### config.mk
export PLATFORM = sky130hd
export DESIGN_NAME = cmp_hazard_ctrl
export DESIGN_NICKNAME = d
export VERILOG_FILES = /design/src/rtl/cpu_pkg.sv /design/src/rtl/sb_match.sv /design/src/rtl/cmp_hazard_ctrl.sv
export SDC_FILE = /design/constraint.sdc
export NUM_CORES = 1
export LEC_CHECK = 0
export BUFFER_PORTS_ARGS = -buffer_cell sky130_fd_sc_hd__buf_2
export CORE_MARGIN = 4
export CORE_UTILIZATION = 38
export DETAILED_ROUTE_END_ITERATION = 10
export GPL_TIMING_DRIVEN = 0
export PLACE_DENSITY = 0.67
export SLEW_MARGIN = 15
export SYNTH_ARGS = -nofsm -noshare
export SYNTH_HDL_FRONTEND = slang
export SYNTH_SLANG_ARGS = --single-unit
### constraint.sdc
create_clock -name clk -period 7 [get_ports clk]
set_input_delay 0.7 -clock clk [delete_from_list [all_inputs] [get_ports clk]]
set_output_delay 0.7 -clock clk [all_outputs]
set_load 0.02 [all_outputs]
### src/rtl/cpu_pkg.sv
// Shared pipeline types for the ID-stage hazard logic: forward-select codes,
// the unused-operand marker and the E/M/W shadow scoreboard entry.
package cpu_pkg;

    // Scoreboard register-address width; narrower REG_AW values are zero-extended.
    localparam int SB_AW = 5;

    localparam logic [1:0] FWD_RF = 2'd0;
    localparam logic [1:0] FWD_E  = 2'd1;
    localparam logic [1:0] FWD_M  = 2'd2;
    localparam logic [1:0] FWD_W  = 2'd3;

    localparam logic [1:0] TUSE_NONE = 2'd3;

    typedef struct packed {
        logic             valid;
        logic [SB_AW-1:0] wreg;
        logic [1:0]       tnew;
    } sb_entry_t;

    localparam sb_entry_t SB_EMPTY = '0;

    // One pipeline step closer to the result; a ready value stays ready.
    function automatic logic [1:0] tnew_step(input logic [1:0] t);
        return (t == 2'd0) ? 2'd0 : t - 2'd1;
    endfunction

endpackage

### src/rtl/sb_match.sv
// Youngest-writer lookup over the E/M/W scoreboard for one source register.
// Register 0 never matches; E beats M beats W.
module sb_match
    import cpu_pkg::*;
(
    input  logic [SB_AW-1:0] r,
    input  sb_entry_t        e_ent,
    input  sb_entry_t        m_ent,
    input  sb_entry_t        w_ent,
    output logic             hit,
    output logic [1:0]       stage,
    output logic [1:0]       tnew
);

    function automatic logic writes(input sb_entry_t ent, input logic [SB_AW-1:0] reg_a);
        return ent.valid && (ent.wreg == reg_a) && (reg_a != '0);
    endfunction

    always_comb begin
        hit   = 1'b0;
        stage = FWD_RF;
        tnew  = 2'd0;
        if (writes(e_ent, r)) begin
            hit   = 1'b1;
            stage = FWD_E;
            tnew  = e_ent.tnew;
        end else if (writes(m_ent, r)) begin
            hit   = 1'b1;
            stage = FWD_M;
            tnew  = m_ent.tnew;
        end else if (writes(w_ent, r)) begin
            hit   = 1'b1;
            stage = FWD_W;
            tnew  = w_ent.tnew;
        end
    end

endmodule

### src/rtl/cmp_hazard_ctrl.sv
// ID-stage stall/forward/branch-resolve control for the branch comparator.
// Optional CMP_HAZARD_PERF_EN adds free-running stall and taken-branch counters.
module cmp_hazard_ctrl
    import cpu_pkg::*;
#(
    parameter int REG_AW = 5
) (
    input  logic              clk,
    input  logic              reset,
    input  logic              d_valid,
    input  logic [REG_AW-1:0] d_rs,
    input  logic [REG_AW-1:0] d_rt,
    input  logic [1:0]        d_tuse_rs,
    input  logic [1:0]        d_tuse_rt,
    input  logic [REG_AW-1:0] d_wreg,
    input  logic [1:0]        d_tnew,
    input  logic              d_branch,
    input  logic              d_bne,
    input  logic              cmp_equal,
    output logic              stall,
    output logic [1:0]        fwd_rs_sel,
    output logic [1:0]        fwd_rt_sel,
    output logic              br_taken
`ifdef CMP_HAZARD_PERF_EN
    ,
    output logic [31:0]       stall_cnt,
    output logic [31:0]       br_taken_cnt
`endif
);

    sb_entry_t e_q, m_q, w_q;
    sb_entry_t e_d, m_d, w_d;

    logic [SB_AW-1:0] rs_ext, rt_ext, wreg_ext;

    logic       rs_hit, rt_hit;
    logic [1:0] rs_stage, rt_stage;
    logic [1:0] rs_tnew, rt_tnew;
    logic       hz_rs, hz_rt;

    assign rs_ext   = SB_AW'(d_rs);
    assign rt_ext   = SB_AW'(d_rt);
    assign wreg_ext = SB_AW'(d_wreg);

    sb_match u_match_rs (
        .r     (rs_ext),
        .e_ent (e_q),
        .m_ent (m_q),
        .w_ent (w_q),
        .hit   (rs_hit),
        .stage (rs_stage),
        .tnew  (rs_tnew)
    );

    sb_match u_match_rt (
        .r     (rt_ext),
        .e_ent (e_q),
        .m_ent (m_q),
        .w_ent (w_q),
        .hit   (rt_hit),
        .stage (rt_stage),
        .tnew  (rt_tnew)
    );

    // A producer blocks only if its value will not exist by the time this operand is read.
    always_comb begin
        hz_rs = rs_hit && (d_tuse_rs != TUSE_NONE) && (rs_tnew > d_tuse_rs);
        hz_rt = rt_hit && (d_tuse_rt != TUSE_NONE) && (rt_tnew > d_tuse_rt);
        stall = d_valid && (hz_rs || hz_rt);
    end

    // Operands not yet ready come from the RF here and get forwarded downstream later.
    always_comb begin
        fwd_rs_sel = FWD_RF;
        fwd_rt_sel = FWD_RF;
        if (d_valid && rs_hit && (rs_tnew == 2'd0)) begin
            fwd_rs_sel = rs_stage;
        end
        if (d_valid && rt_hit && (rt_tnew == 2'd0)) begin
            fwd_rt_sel = rt_stage;
        end
    end

    always_comb begin
        br_taken = d_valid && d_branch && !stall && (cmp_equal ^ d_bne);
    end

    always_comb begin
        e_d       = SB_EMPTY;
        e_d.valid = d_valid && !stall && (d_wreg != '0);
        e_d.wreg  = wreg_ext;
        e_d.tnew  = d_tnew;

        m_d      = e_q;
        m_d.tnew = tnew_step(e_q.tnew);

        w_d      = m_q;
        w_d.tnew = tnew_step(m_q.tnew);
    end

    always_ff @(posedge clk) begin
        if (reset) begin
            e_q <= SB_EMPTY;
            m_q <= SB_EMPTY;
            w_q <= SB_EMPTY;
        end else begin
            e_q <= e_d;
            m_q <= m_d;
            w_q <= w_d;
        end
    end

`ifdef CMP_HAZARD_PERF_EN
    logic [31:0] stall_cnt_q, stall_cnt_d;
    logic [31:0] br_taken_cnt_q, br_taken_cnt_d;

    always_comb begin
        stall_cnt_d    = stall_cnt_q + (stall ? 32'd1 : 32'd0);
        br_taken_cnt_d = br_taken_cnt_q + (br_taken ? 32'd1 : 32'd0);
    end

    always_ff @(posedge clk) begin
        if (reset) begin
            stall_cnt_q    <= 32'd0;
            br_taken_cnt_q <= 32'd0;
        end else begin
            stall_cnt_q    <= stall_cnt_d;
            br_taken_cnt_q <= br_taken_cnt_d;
        end
    end

    assign stall_cnt    = stall_cnt_q;
    assign br_taken_cnt = br_taken_cnt_q;
`endif

endmodule

# Word-level counts from Yosys, hierarchy flattened
# Index checks and enable logic that the tools add are counted.
# word_totals
register_bits	24
latch_bits	0
ramBits	0
rom_bits	0
inputBits	27
out_inout_bits	6
elab_cells	79
mem_count	0
# op_classes
n_addsub	2
multipliers	0
div_mod_pow	0
order_cmp	2
eq_ne	8
n_shift	0
n_mux	20
bitwise_logic	1
n_reduce_logical	37
# ops
operator	n
$eq 5x5->1	6
$mux 2	14
$logic_and 1x1->1	26
$reduce_bool 5->1	3
$logic_not 2->1	4
$mux 1	6
$gt 2x2->1	2
$ne 2x2->1 const B	2
$reduce_or 2->1	2
$sub 2x1->2 const B	2
$logic_not 1->1	1
$logic_or 1x1->1	1
$xor 1x1->1	1

# Depth between registers and ports, before layout
# depth
word_depth	13
depth_mapped	13
ltp_nobuf	12

# Modules after synthesis
# From an unflattened synthesis, not the netlist that was laid out.
# hier_totals
cells_unflattened	165
hier_area_um2	1411.4
# by_module_without_submodules
module	n_inst	cells_each	area_each_um2	seq_area_each_um2
cmp_hazard_ctrl	1	85	880.8	480.5
sb_match	2	40	265.3	0.0

# Worst setup path before layout
# OpenSTA, ideal clock, no wires.
# synth_timing
path_type	input to output
start	input port d_rs[0]
end	output port stall
t_arrival_ps	2936
t_required_ps	6300
path_slack_ps	3364
path_stages	9
n_path_buf	0
path_cell_list	or4_4 -> nor2_8 -> or3_2 -> a311oi_2 -> or2_2 -> ha_1 -> a221oi_1 -> a22oi_1 -> nor2b_1
# synth_between
elab_chain_cells	10
word_cells_on_any_way	21
classes_between	order compare: 1; eq/ne: 3; mux: 6; reduce/logical: 11
# synth_rtl
item	line_no	source
start: declaration	cmp_hazard_ctrl.sv:11	input logic [REG_AW-1:0] d_rs,
$eq 5x5->1	sb_match.sv:16	return ent.valid && (ent.wreg == reg_a) && (reg_a != '0);
$logic_and 1x1->1 (2 in series)	sb_match.sv:16	
$mux 2 or $mux 1 (tied branches)	sb_match.sv:31	end else if (writes(w_ent, r)) begin
$mux 2 or $mux 1 (tied branches)	sb_match.sv:27	end else if (writes(m_ent, r)) begin
$mux 2 or $mux 1 (tied branches)	sb_match.sv:23	if (writes(e_ent, r)) begin
$gt 2x2->1 or $logic_and 1x1->1 (tied branches)	cmp_hazard_ctrl.sv:67	hz_rs = rs_hit && (d_tuse_rs != TUSE_NONE) && (rs_tnew > d_tuse_rs);
$logic_and 1x1->1 (*)	cmp_hazard_ctrl.sv:67	
$logic_or 1x1->1 (*)	cmp_hazard_ctrl.sv:69	stall = d_valid && (hz_rs || hz_rt);
$logic_and 1x1->1 (*)	cmp_hazard_ctrl.sv:69	
end: declaration	cmp_hazard_ctrl.sv:20	output logic stall,
# Mark *: on every way between the ends. The rest lies on a longest branch, timed or not.

# Worst setup path in the final report
# layout_timing
start	input port d_rt[0]
end	output port br_taken
# layout_between
elab_chain_cells	13
word_cells_on_any_way	24
classes_between	order compare: 1; eq/ne: 3; mux: 6; reduce/logical: 14
# layout_rtl
item	line_no	source
start: declaration	cmp_hazard_ctrl.sv:12	input logic [REG_AW-1:0] d_rt,
$eq 5x5->1	sb_match.sv:16	
$logic_and 1x1->1 (2 in series)	sb_match.sv:16	
$mux 2 or $mux 1 (tied branches)	sb_match.sv:31	
$mux 2 or $mux 1 (tied branches)	sb_match.sv:27	
$mux 2 or $mux 1 (tied branches)	sb_match.sv:23	
$gt 2x2->1 or $logic_and 1x1->1 (tied branches)	cmp_hazard_ctrl.sv:68	hz_rt = rt_hit && (d_tuse_rt != TUSE_NONE) && (rt_tnew > d_tuse_rt);
$logic_and 1x1->1 (*)	cmp_hazard_ctrl.sv:68	
$logic_or 1x1->1 (*)	cmp_hazard_ctrl.sv:69	
$logic_and 1x1->1 (*)	cmp_hazard_ctrl.sv:69	
$logic_not 1->1 (*)	cmp_hazard_ctrl.sv:85	br_taken = d_valid && d_branch && !stall && (cmp_equal ^ d_bne);
$logic_and 1x1->1 (*) (2 in series)	cmp_hazard_ctrl.sv:85	
end: declaration	cmp_hazard_ctrl.sv:23	output logic br_taken
# Marks and branches as above.

==> impl_results.md <==
- Most frequent cell on the critical path: buf_2
- Drt pass-1 iters: 4
- Critical path class: in -> out
- Most common cell after layout, fill and taps aside: buf_2
- Sequential area share after synthesis: 33.54%
- Detailed placer's ending HPWL: 2608 um
- Die width: 69.40 um
- Buf/Inv on CP: 3
- Final setup violation count: 0
- VDD IR max: 0.0001403 V
- Synth Cell Area: 1433 sq um
- Routed vias/inst: 4.926
- Largest net degree at the start of global routing: 15
- Min-delay worst type: reg -> reg
- CTS tree: done
- Initial Util: 39.13%
- Synth-to-layout area growth: 20.35%
- Total gr overflow: 0
- Cell taking the most area after synthesis: dfxtp_1
- Leak: 0.6888 nW
- Initial antenna violation count: 0
- Arr. time, crit path: 3.41 ns
- Final period util: 58.72%
- Num rows: 22
- Power density over the cells: 182.8 nW/um^2
- Post-CTS Resized: 0
- Seq. cell area: 480.5 sq um
- Post-synth top area share: 33.54%
- Port bufs: 32
- Gr usage total: 14.07%
- Routed Antenna Nets: 0
- First-pass GRT wire length: 5499 um
- Crit end category: output pin
- Clock Skew: 0.004446 ns
- Vias in the first global route: 1208
- Synth area leaders: dfxtp_1, xnor2_1, nor2b_1
- Pins Over Slew Limit: 0
- Yosys cell types: 34
- Post-synthesis simple-gate area fraction: 30.74%
- Root Driver: clkbuf_8
- Synth Net Count: 193
- Die H: 69.40 um
- Clk sinks: 24
- Top-Level Pins: 33
- Critical-path cell list: buf_2, or4_1, nor2_1, nor3_1, nand3b_1, a31oi_1, inv_1, ha_1, a221oi_1, a22oi_1, and4_1, buf_2
- Final WL: 3230 um
- Clock transition at path regs: 0.09 ns
- Worst Tran Pin Value: 0.6140 ns
- Crit-path max FO: 7
- CP Launch Type: input pin
- Filler cell count: 362
- Die area: 4816 sq um
- Max clock buf depth: 2
- Crit-path max cell delay: 0.55 ns
- Htree depth: 1
- Gate Count Post-Synth: 160
- Synth Warn #: 0
- N_diodes: 0
- RSZ-0062 raised after global routing: no
- Highest Clock Rate: 0.2433 GHz
- Hold_buf cts: 0
- Status: completed
- Setup TNS Final: 0 ns
- Clk_lat worst skew: 0.26 ns
- Nets: 230
- CP required: 6.30 ns
- Num CTS Buffers: 3
- Layout cells sized above 1: 22.45%
- Synth Area in Compound Gates: 8.297%
- Via count: 1202
- Avg WL per Cell: 13.24 um
- #FFs+latches synth: 24
- Max Cap Viol: 0
- Post-synthesis mux area share: 0%
- Multi-input gate area: 905.9 sq um
- Crit-path slowest cell: or4_1
- Largest family of logic cells by synthesized area: simple AND/OR/NAND/NOR gates
- Top delay family on crit path: simple AND/OR/NAND/NOR gates
- Fin crit period: 4.110 ns
- Drc violations: 0
- Routability cong.: 0.8360
- Finished Core Util: 47.10%
- Leading cell types in the layout, fill and taps excluded: buf_2, xnor2_1, dfxtp_1, nor2b_1
- Syn Area/Cell: 8.954 sq um
- # Post-CTS Setup Buffers: 0
- Slew HR: 58.75%
- Drt initial violations: 80
- Post-synthesis adder-cell area fraction: 5.240%
- Hold Violations, Final: 0
- XOR/XNOR Fraction of Synth Area: 18.95%
- Core area: 3661 sq um
## cell type report
class / instances / area share, %
multi-input combinational: 124 / 52.54
sequential: 24 / 27.87
timing repair buffer: 32 / 9.289
tap: 48 / 3.483
clock buffer: 3 / 2.395
inverter: 9 / 1.959
clock inverter: 1 / 1.742
buffer: 3 / 0.7257
## registers in the layout, summed over array words and instances, names as in the netlist
| name | count |
|---|---|
| m_q | 8 |
| w_q | 8 |
| e_q | 8 |
## synth_stat cells (all sizes together)
cell type	count
o21ai	1
nor2b	20
nand3b	3
a221oi	2
o22ai	1
and2	2
nand2	7
or3	1
nor3b	1
a31oi	3
or4	4
or2	1
a311oi	2
xnor2	24
dfxtp	24
nor4b	1
nand4	5
ha	6
and4	1
a21oi	5
inv	9
a211o	1
nor4	7
nor3	9
clkbuf	3
a22oi	1
xor2	7
nand3	2
nor2	6
and3	1
## metrics by stage
stage               instance area, sq um  cells  total power [mW]  hold WS, ns  setup WS [ns]
global placement                    1653    240            0.1970       0.4441          2.926
floorplan                           1433    160            0.1783       0.4215          3.364
finish                              1724    244            0.3152       0.4720          2.890
CTS                                 1724    244            0.3181       0.4759          2.863
detailed placement                  1653    240            0.1980       0.4633          2.864
global route                        1724    244            0.3309       0.4964          2.555
## per-layer routing
layer	share of wire (%)	routed length, um	track usage, %	up-vias
li1	-	-	-	631
met3	7.1	230	3.623	4
met5	0	0	0	-
met2	45	1466	23.62	35
met4	1.1	34	3.254	0
met1	46	1499	17.97	532
## where the power goes
part	switching, mW	internal [mW]	total (mW)	leakage (nW)
combinational	0.0232	0.0228	0.0460	0.455
sequential	0.00595	0.143	0.149	0.198
clock	0.0442	0.0764	0.121	0.0357
## path summary, 6_finish.rpt
check | cells after the start | startpoint | slack [ns] | end
min | 1 | m_q[0] | 0.47 | w_q[0]
max | 12 | d_rt[0] | 2.89 | br_taken
min reg2reg | 1 | m_q[0] | 0.47 | w_q[0]
max reg2reg | 9 | e_q[6] | 4.32 | e_q[7]
## kinds of logic after synthesis
family | after synthesis
fa+ha+maj | 6
xor+xnor | 31
compound gates | 16
flops | 24
simple gates | 71
buf+inv | 12
Power figures use the tool's default switching activity.
